## config.mk

```make
export PLATFORM = sky130hd
export DESIGN_NAME = spawn_scheduler
export DESIGN_NICKNAME = d
export VERILOG_FILES = /design/src/rtl/spawn_scheduler.sv
export SDC_FILE = /design/constraint.sdc
export NUM_CORES = 1
export LEC_CHECK = 0
export ABC_CLOCK_PERIOD_IN_PS = 1800
export CORE_MARGIN = 2
export CORE_UTILIZATION = 45
export CTS_CLUSTER_DIAMETER = 40
export DETAILED_ROUTE_END_ITERATION = 16
export GPL_TIMING_DRIVEN = 1
export PLACE_DENSITY = 0.73
export SYNTH_ARGS = -nofsm -noshare
export SYNTH_HDL_FRONTEND = slang
export SYNTH_SLANG_ARGS = --single-unit
```

## constraint.sdc

```tcl
create_clock -name clk_main -period 1.8 [get_ports clk_main]
set_clock_uncertainty 0.05 [all_clocks]
set_input_delay 0.27 -clock clk_main [delete_from_list [all_inputs] [get_ports clk_main]]
set_output_delay 0.27 -clock clk_main [all_outputs]
set_load 0.02 [all_outputs]
```

## src/rtl/spawn_scheduler.sv

```systemverilog
// spawn_scheduler: paces alien spawn requests to the event core.
// A tick prescaler divides clk_main into 0.1 s ticks, and the spawn interval is
// latched per level. The request is held until the event core acknowledges it.
// Spawning pauses (HOLD) while the live-object count is at or above MAX_OBJECTS.
// Optional macro SPAWN_BURST_EN: issue 1 + cur_level[3:2] back-to-back spawns at
// level entry before normal interval pacing begins.
module spawn_scheduler #(
    parameter int TICK_CYCLES = 39062,
    parameter int MAX_OBJECTS = 8
) (
    input  logic       clk_main,
    input  logic       rst,
    input  logic       en,
    input  logic       level_start,
    input  logic [3:0] cur_level,
    input  logic       script_ended,
    input  logic [3:0] object_count,
    input  logic       spawn_ack,
    output logic       spawn_req,
    output logic [7:0] spawn_count,
    output logic [1:0] sched_state
);
    typedef enum logic [1:0] {
        IDLE = 2'd0,
        WAIT = 2'd1,
        REQ  = 2'd2,
        HOLD = 2'd3
    } state_t;

    localparam int              PW        = (TICK_CYCLES > 1) ? $clog2(TICK_CYCLES) : 1;
    localparam logic [PW-1:0]   TICK_LAST = PW'(TICK_CYCLES - 1);
    localparam logic [4:0]      OBJ_LIMIT = 5'(MAX_OBJECTS);

    state_t          state_q, state_d;
    logic [PW-1:0]   presc_q, presc_d;
    logic [5:0]      tcnt_q, tcnt_d;
    logic [5:0]      interval_q, interval_d;
    logic [7:0]      count_q, count_d;
    logic            req_q;
    logic            en_q;
    logic            tick;
    logic            room;
    logic [3:0]      lvl_clamp;
`ifdef SPAWN_BURST_EN
    logic [2:0]      burst_q, burst_d;
`endif

    // The prescaler only runs in WAIT, so every interval is measured in full
    // ticks from the moment WAIT is entered (after a handshake or a restart).
    assign tick      = (state_q == WAIT) && (presc_q == TICK_LAST);
    assign room      = ({1'b0, object_count} < OBJ_LIMIT);
    assign lvl_clamp = (cur_level > 4'd10) ? 4'd10 : cur_level;

    // Next-state, counter and interval logic; level_start beats en, en beats all else.
    always_comb begin
        state_d    = state_q;
        tcnt_d     = tcnt_q;
        interval_d = interval_q;
        count_d    = count_q;
`ifdef SPAWN_BURST_EN
        burst_d    = burst_q;
`endif
        if (state_q != WAIT || level_start || tick) begin
            presc_d = '0;
        end else begin
            presc_d = presc_q + PW'(1);
        end

        if (level_start) begin
            interval_d = 6'd50 - {lvl_clamp, 2'b00};
            count_d    = '0;
            if (en) begin
`ifdef SPAWN_BURST_EN
                burst_d = 3'd1 + {1'b0, cur_level[3:2]};
                state_d = room ? REQ : HOLD;
`else
                state_d = WAIT;
`endif
            end else begin
`ifdef SPAWN_BURST_EN
                burst_d = '0;
`endif
                state_d = IDLE;
            end
        end else if (!en) begin
`ifdef SPAWN_BURST_EN
            burst_d = '0;
`endif
            state_d = IDLE;
        end else begin
            unique case (state_q)
                IDLE: begin
                    if (!en_q && !script_ended) state_d = WAIT;
                end
                WAIT: begin
                    if (script_ended) begin
                        state_d = IDLE;
                    end else if (tick) begin
                        if (tcnt_q == interval_q - 6'd1) begin
                            tcnt_d  = '0;
                            state_d = room ? REQ : HOLD;
                        end else begin
                            tcnt_d = tcnt_q + 6'd1;
                        end
                    end
                end
                HOLD: begin
                    if (script_ended) begin
`ifdef SPAWN_BURST_EN
                        burst_d = '0;
`endif
                        state_d = IDLE;
                    end else if (room) begin
                        state_d = REQ;
                    end
                end
                REQ: begin
                    if (spawn_ack) begin
                        if (count_q != 8'hFF) count_d = count_q + 8'd1;
                        if (script_ended) begin
`ifdef SPAWN_BURST_EN
                            burst_d = '0;
`endif
                            state_d = IDLE;
`ifdef SPAWN_BURST_EN
                        end else if (burst_q > 3'd1) begin
                            burst_d = burst_q - 3'd1;
                            state_d = room ? REQ : HOLD;
                        end else begin
                            burst_d = '0;
                            state_d = WAIT;
`else
                        end else begin
                            state_d = WAIT;
`endif
                        end
                    end
                end
                default: state_d = IDLE;
            endcase
        end

        // Any exit from WAIT (or restart) leaves the tick counter clean.
        if (state_d != WAIT || level_start) tcnt_d = '0;
    end

    // Control and counter registers; en_q resets high so a level en at reset release is not a rise.
    always_ff @(posedge clk_main or posedge rst) begin
        if (rst) begin
            state_q    <= IDLE;
            presc_q    <= '0;
            tcnt_q     <= '0;
            interval_q <= 6'd50;
            count_q    <= '0;
            req_q      <= 1'b0;
            en_q       <= 1'b1;
        end else begin
            state_q    <= state_d;
            presc_q    <= presc_d;
            tcnt_q     <= tcnt_d;
            interval_q <= interval_d;
            count_q    <= count_d;
            req_q      <= (state_d == REQ);
            en_q       <= en;
        end
    end

`ifdef SPAWN_BURST_EN
    // Remaining level-entry burst handshakes.
    always_ff @(posedge clk_main or posedge rst) begin
        if (rst) begin
            burst_q <= '0;
        end else begin
            burst_q <= burst_d;
        end
    end
`endif

    assign spawn_req   = req_q;
    assign spawn_count = count_q;
    assign sched_state = state_q;

endmodule

```

Yosys cells after proc, flatten, opt, wreduce, memory -nomap -nowiden
Index checks and enable logic that the tools add are counted.
Storage, ports and cells
  memories kept: 0
  word-level logic and storage cells: 69
  bits of input ports: 14
  output and inout port bits: 11
  memory bits (read-only): 0
  bits in writable memories: 0
  register bits after elaboration: 40
  bits in latches: 0
Operators by class
  mux-type cells: 27
  equality and inequality tests: 11
  shifts and indexed selects: 0
  add/sub/neg operators: 5
  divide/modulo/power cells: 0
  magnitude comparators: 2
  multipliers: 0
  bitwise operators: 0
  reduce and logical (&&, ||, !) cells: 17
Operators by type and width (number)
  two-way mux 6 bit: 7
  two-way mux 8 bit: 5
  two-way mux 2 bit: 9
  adder 16 x 1 -> 16 bit, second input constant: 1
  == test 16 bit, second input constant: 1
  two-way mux 16 bit: 1
  nonzero test 2 bit: 7
  adder 8 x 1 -> 8 bit, second input constant: 1
  != test 2 x 1 -> 1 bit, second input constant: 4
  != test 8 bit, second input constant: 1
  case mux 2 bit (4 select lines): 1
  adder 6 x 1 -> 6 bit, second input constant: 1
  == test 2 bit, second input constant: 3
  == test 6 bit: 1
  subtractor 6 x 1 -> 6 bit, second input constant: 1
  subtractor 6 bit, first input constant: 1
  AND reduction 5 bit: 1
  > comparator 4 bit, second input constant: 1
  < comparator 4 bit, second input constant: 1
  two-way mux 4 bit: 1
  AND reduction 4 bit: 1
  logical OR 1 bit: 3
  two-way mux 1 bit: 3
  == test 2 x 1 -> 1 bit, second input constant: 1
  other kinds (3): 5

Logic depth before layout (Yosys ltp)
  depth after elaboration: 12
  mapped depth: 7
  mapped depth without buffers: 6

Least setup slack after synthesis
OpenSTA, ideal clock, no wires.
  kind: register to register
  start: reg interval_q[4]
  end: reg req_q (netlist: spawn_req)
  setup slack: -0.188 ns
  clock period less this slack: 1.988 ns
  buffers on the path: 0
  data arrival time: 1.843 ns
  required time: 1.655 ns
  library setup time: 0.095 ns
  cell stages (with the launch flop): 6
  cells stage by stage: dfstp_2 nand2b_1 o2111ai_1 or4_1 o41a_1 nor4b_2
Between the ends
  cells in the longest elaborated chain, start to end: 9
Ends and longest elaborated chain
  from (decl): RTL line 37  | logic [5:0] interval_q, interval_d;
  from (signal assigned): RTL line 161  | interval_q <= interval_d;
  subtractor 6 x 1 -> 6 bit: RTL line 99  | if (tcnt_q == interval_q - 6'd1) begin
  == test 6 bit: RTL line 99
  two-way mux 2 bit: RTL line 99
  two-way mux 2 bit: RTL line 98  | end else if (tick) begin
  two-way mux 2 bit: RTL line 96  | if (script_ended) begin
  case mux 2 bit (4 select lines): RTL line 91  | unique case (state_q)
  two-way mux 2 bit: RTL line 85  | end else if (!en) begin
  two-way mux 2 bit: RTL line 69  | if (level_start) begin
  == test 2 bit: RTL line 163  | req_q <= (state_d == REQ);
  to (signal assigned): RTL line 163
  to (decl): RTL line 39  | logic req_q;
Every way passes these cells.
A chain may end at the register's enable or synchronous reset.

Worst setup path in the final report
  start: reg interval_q[5]
  end: reg req_q (netlist: spawn_req)
The elaborated chain is that of the path after synthesis.

==> metrics.yaml <==
yosys:
  ys_seq_area_share_pct: 47.1
  yosysUniqueCellTypes: 38
  synth_warnings: 0
  ys_seq_elements: 38
  yosysTopAreaCellShare_pct: 43.2
  ys.flop_type: "dfrtp_1"
  synth_fa_ha_area_share_pct: 3.71
  synth_compound_area_share_pct: 9.39
  netlist_instances: 214
  synth_edf_count: 0
  yosys.area.top_type: "dfrtp_1"
  synth_xor_xnor_area_share_pct: 9.51
  syn-cell-area_sq_um: 2030
  synthesis.nets: 234
  syn_area_per_cell_sq_um: 9.47
  async_flop_share_pct: 100
  synth_mux_area_share_pct: 0.988
  synth_top_family_by_area: "simple AND/OR/NAND/NOR gates"
  synth_common_cells: "dfrtp_1 (35), nor2_1 (31), nand2_1 (18)"
  synth.most_common_cell: "dfrtp_1"
  synthTopCellsByArea: "dfrtp_1 (43%), xnor2_1 (6.5%), nor2_1 (5.7%), dfstp_2 (3.9%), ha_1 (3.7%)"
  yosys.area_share.simple_pct: 26.1
clock_network:
  root_buffer: "clkbuf_8"
  clkLatencyLatePin_ns: 0.30
  htree_levels: 2
  numCtsBuffers: 5
  clock_path_buffers: 2
  cts.sinks: 38
  tritoncts: "yes"
  cts_hold_buffers: 0
  path_clk_slew_ns: 0.07
detailed_routing:
  drtIter0Drc: 93
  drc: 0
  wl_per_cell_microns: 13.3
  ant_nets: 0
  post_drt_via_cell_ratio: 5.27
  num_vias: 1766
  firstDrtPassIters: 4
  wirelength_mm: 4.45
placement:
  io_buffers: 21
  dp_cells: 321
  gp_congestion: 0.761
  dp_slack_ns: -0.261
  hpwl_mm: 3.06
global_route:
  grt_overflow: 0
  grt_pass1_wl_mm: 7.49
  grt_max_degree: 39
  first_global_vias: 1710
  antenna_found_initial: 0
  grt_usage_pct: 19.0
finish:
  drive_above_1_share_pct: 26.9
  antennaDiodeCount: 0
  fin_cells: 335
  final_nets: 302
  final_util_pct: 64.8
  synthToLayoutAreaGrowth_pct: 39.3
die:
  die_w_microns: 71.1
  ios: 25
  fp.dieH_microns: 71.1
  coreArea_sq_um: 4350
  dieArea_sq_um: 5050
  fp-row-count: 24
  start_util_pct: 46.5
pwr:
  power_density_nw_per_um2: 584
  leakage_nw: 1.17
  irDropWorstVdd_uv: 517
sta:
  grt_setup_unrepaired: "yes"
  setup_viol: 9
  fin_ws_ns: -0.186
  slew_headroom_pct: 76.1
  fin_hold_ws_ns: 0.274
  finalCritPeriodShare_pct: 110
  max_clock_freq_mhz: 503
  worstMarginPinSlew_ns: 0.356
  slew_viol_final: 0
  fin_setup_tns_ns: -1.21
  period_needed_ns: 1.99
  finalHoldViolCount: 0
outcome:
  violations: "negative setup slack"
  status: "complete, but fails checks"
setup_path:
  required_ns: 1.96
  path_class: "register to register"
  cp_slowest_cell: "or4_4"
  critical_path.top_delay_family: "simple AND/OR/NAND/NOR gates"
  rr_startpoint: "interval_q[5]"
  cp_max_fo: 2
  path_cells: "inv_2 -> a22o_1 -> or4_4 -> o41a_1 -> nor4b_2"
  cp-startpoint: "interval_q[5]"
  end_kind: "register"
  max_stage_delay_ns: 0.54
  arrival_ns: 2.14
  path_buf_inv: 1
  cp-start-kind: "register"
hold_path:
  min-delay-path-class: "input port to async pin"
flow_run:
  maxCapViolCount: 0
## power breakdown
| part | switching [mW] | internal [mW] |
|---|---|---|
| Clock | 0.297 | 0.309 |
| Combinational | 0.0834 | 0.0768 |
| Sequential | 0.00823 | 0.873 |
| Total | 0.388 | 1.26 |
## through the flow
stage	cell area, sq um	power [mW]
4_1_cts	2740	1.66
2_1_floorplan	2030	0.968
3_3_place_gp	2600	1.05
3_5_place_dp	2600	1.05
5_1_grt	2820	1.72
6_report	2820	1.65
## worst min-delay path, stage by stage
cell,delay (ns)
clkdlybuf4s50_1,0.39
inv_1,0.09
buf_12,0.23
## cell type report
cell class                      count  area [sq um]
Fill cell                         340          1530
Multi-Input combinational cell    160          1100
Sequential cell                    38           956
Timing Repair Buffer               66           568
Clock buffer                        7          86.3
Tap cell                           52          65.1
Inverter                           11          41.3
Clock inverter                      1          5.00
## routing by layer
layer / track usage (%) / wire length, microns / up-vias
met5: 0 / 0 / -
met4: 7.55 / 85 / 0
met1: 24.9 / 2010 / 837
met3: 4.99 / 178 / 9
li1: - / - / 886
met2: 30.1 / 2170 / 34
## placed cells by master, fill, tap and decap left out, types with 3 or more instances in the layout
master	n
buf_4	42
dfrtp_1	34
nor2_1	31
clkdlybuf4s50_1	21
nand2_1	18
xnor2_1	15
inv_1	10
nor3_1	9
nand3_1	7
o21ai_0	7
xor2_1	7
a2bb2oi_1	6
clkbuf_8	6
a21oi_1	5
or4_4	5
ha_1	5
nand4_1	4
a21oi_2	4
nand2b_1	3
nor2b_1	3
nand4b_1	3
dfstp_2	3
## worst paths after layout
| path | to | slack [ns] | cells after the start |
|---|---|---|---|
| worst min register to register | presc_q[0] | 0.43 | 1 |
| worst min-delay path | presc_q[9] | 0.27 | 3 |
| worst max register to register | spawn_req | -0.19 | 5 |
| min in group clk_main | presc_q[0] | 0.43 | 1 |
| max in group asynchronous | interval_q[5] | 1.17 | 3 |
| worst max-delay path | spawn_req | -0.19 | 5 |
## logic make-up (layout without fill, tap and decap cells)
group | count (synthesis) | in the layout
flip-flops | 38 | 38
adder cells (fa/ha/maj) | 6 | 6
AO/OA/AOI/OAI | 29 | 29
XOR/XNOR | 22 | 22
buffers and inverters | 17 | 85
AND/OR/NAND/NOR | 100 | 101
multiplexers | 2 | 2
## repair_timing
item / 4_1_cts / 5_1_grt
setup buffers: 3 / 2
endpoints found under the setup margin: 9 / 26
pin swaps: 8 / 3
hold endpoints to repair: 0 / 0
cloned: 0 / 1
resized for setup: 6 / 14
## flip-flops by register name, summed over array words and instances, names as in the netlist
register     count
spawn_req        1
spawn_count      8
sched_state      2
en_q             1
presc_q         16
tcnt_q           6
interval_q       4
Note: power is estimated with default switching activity, not from simulation.
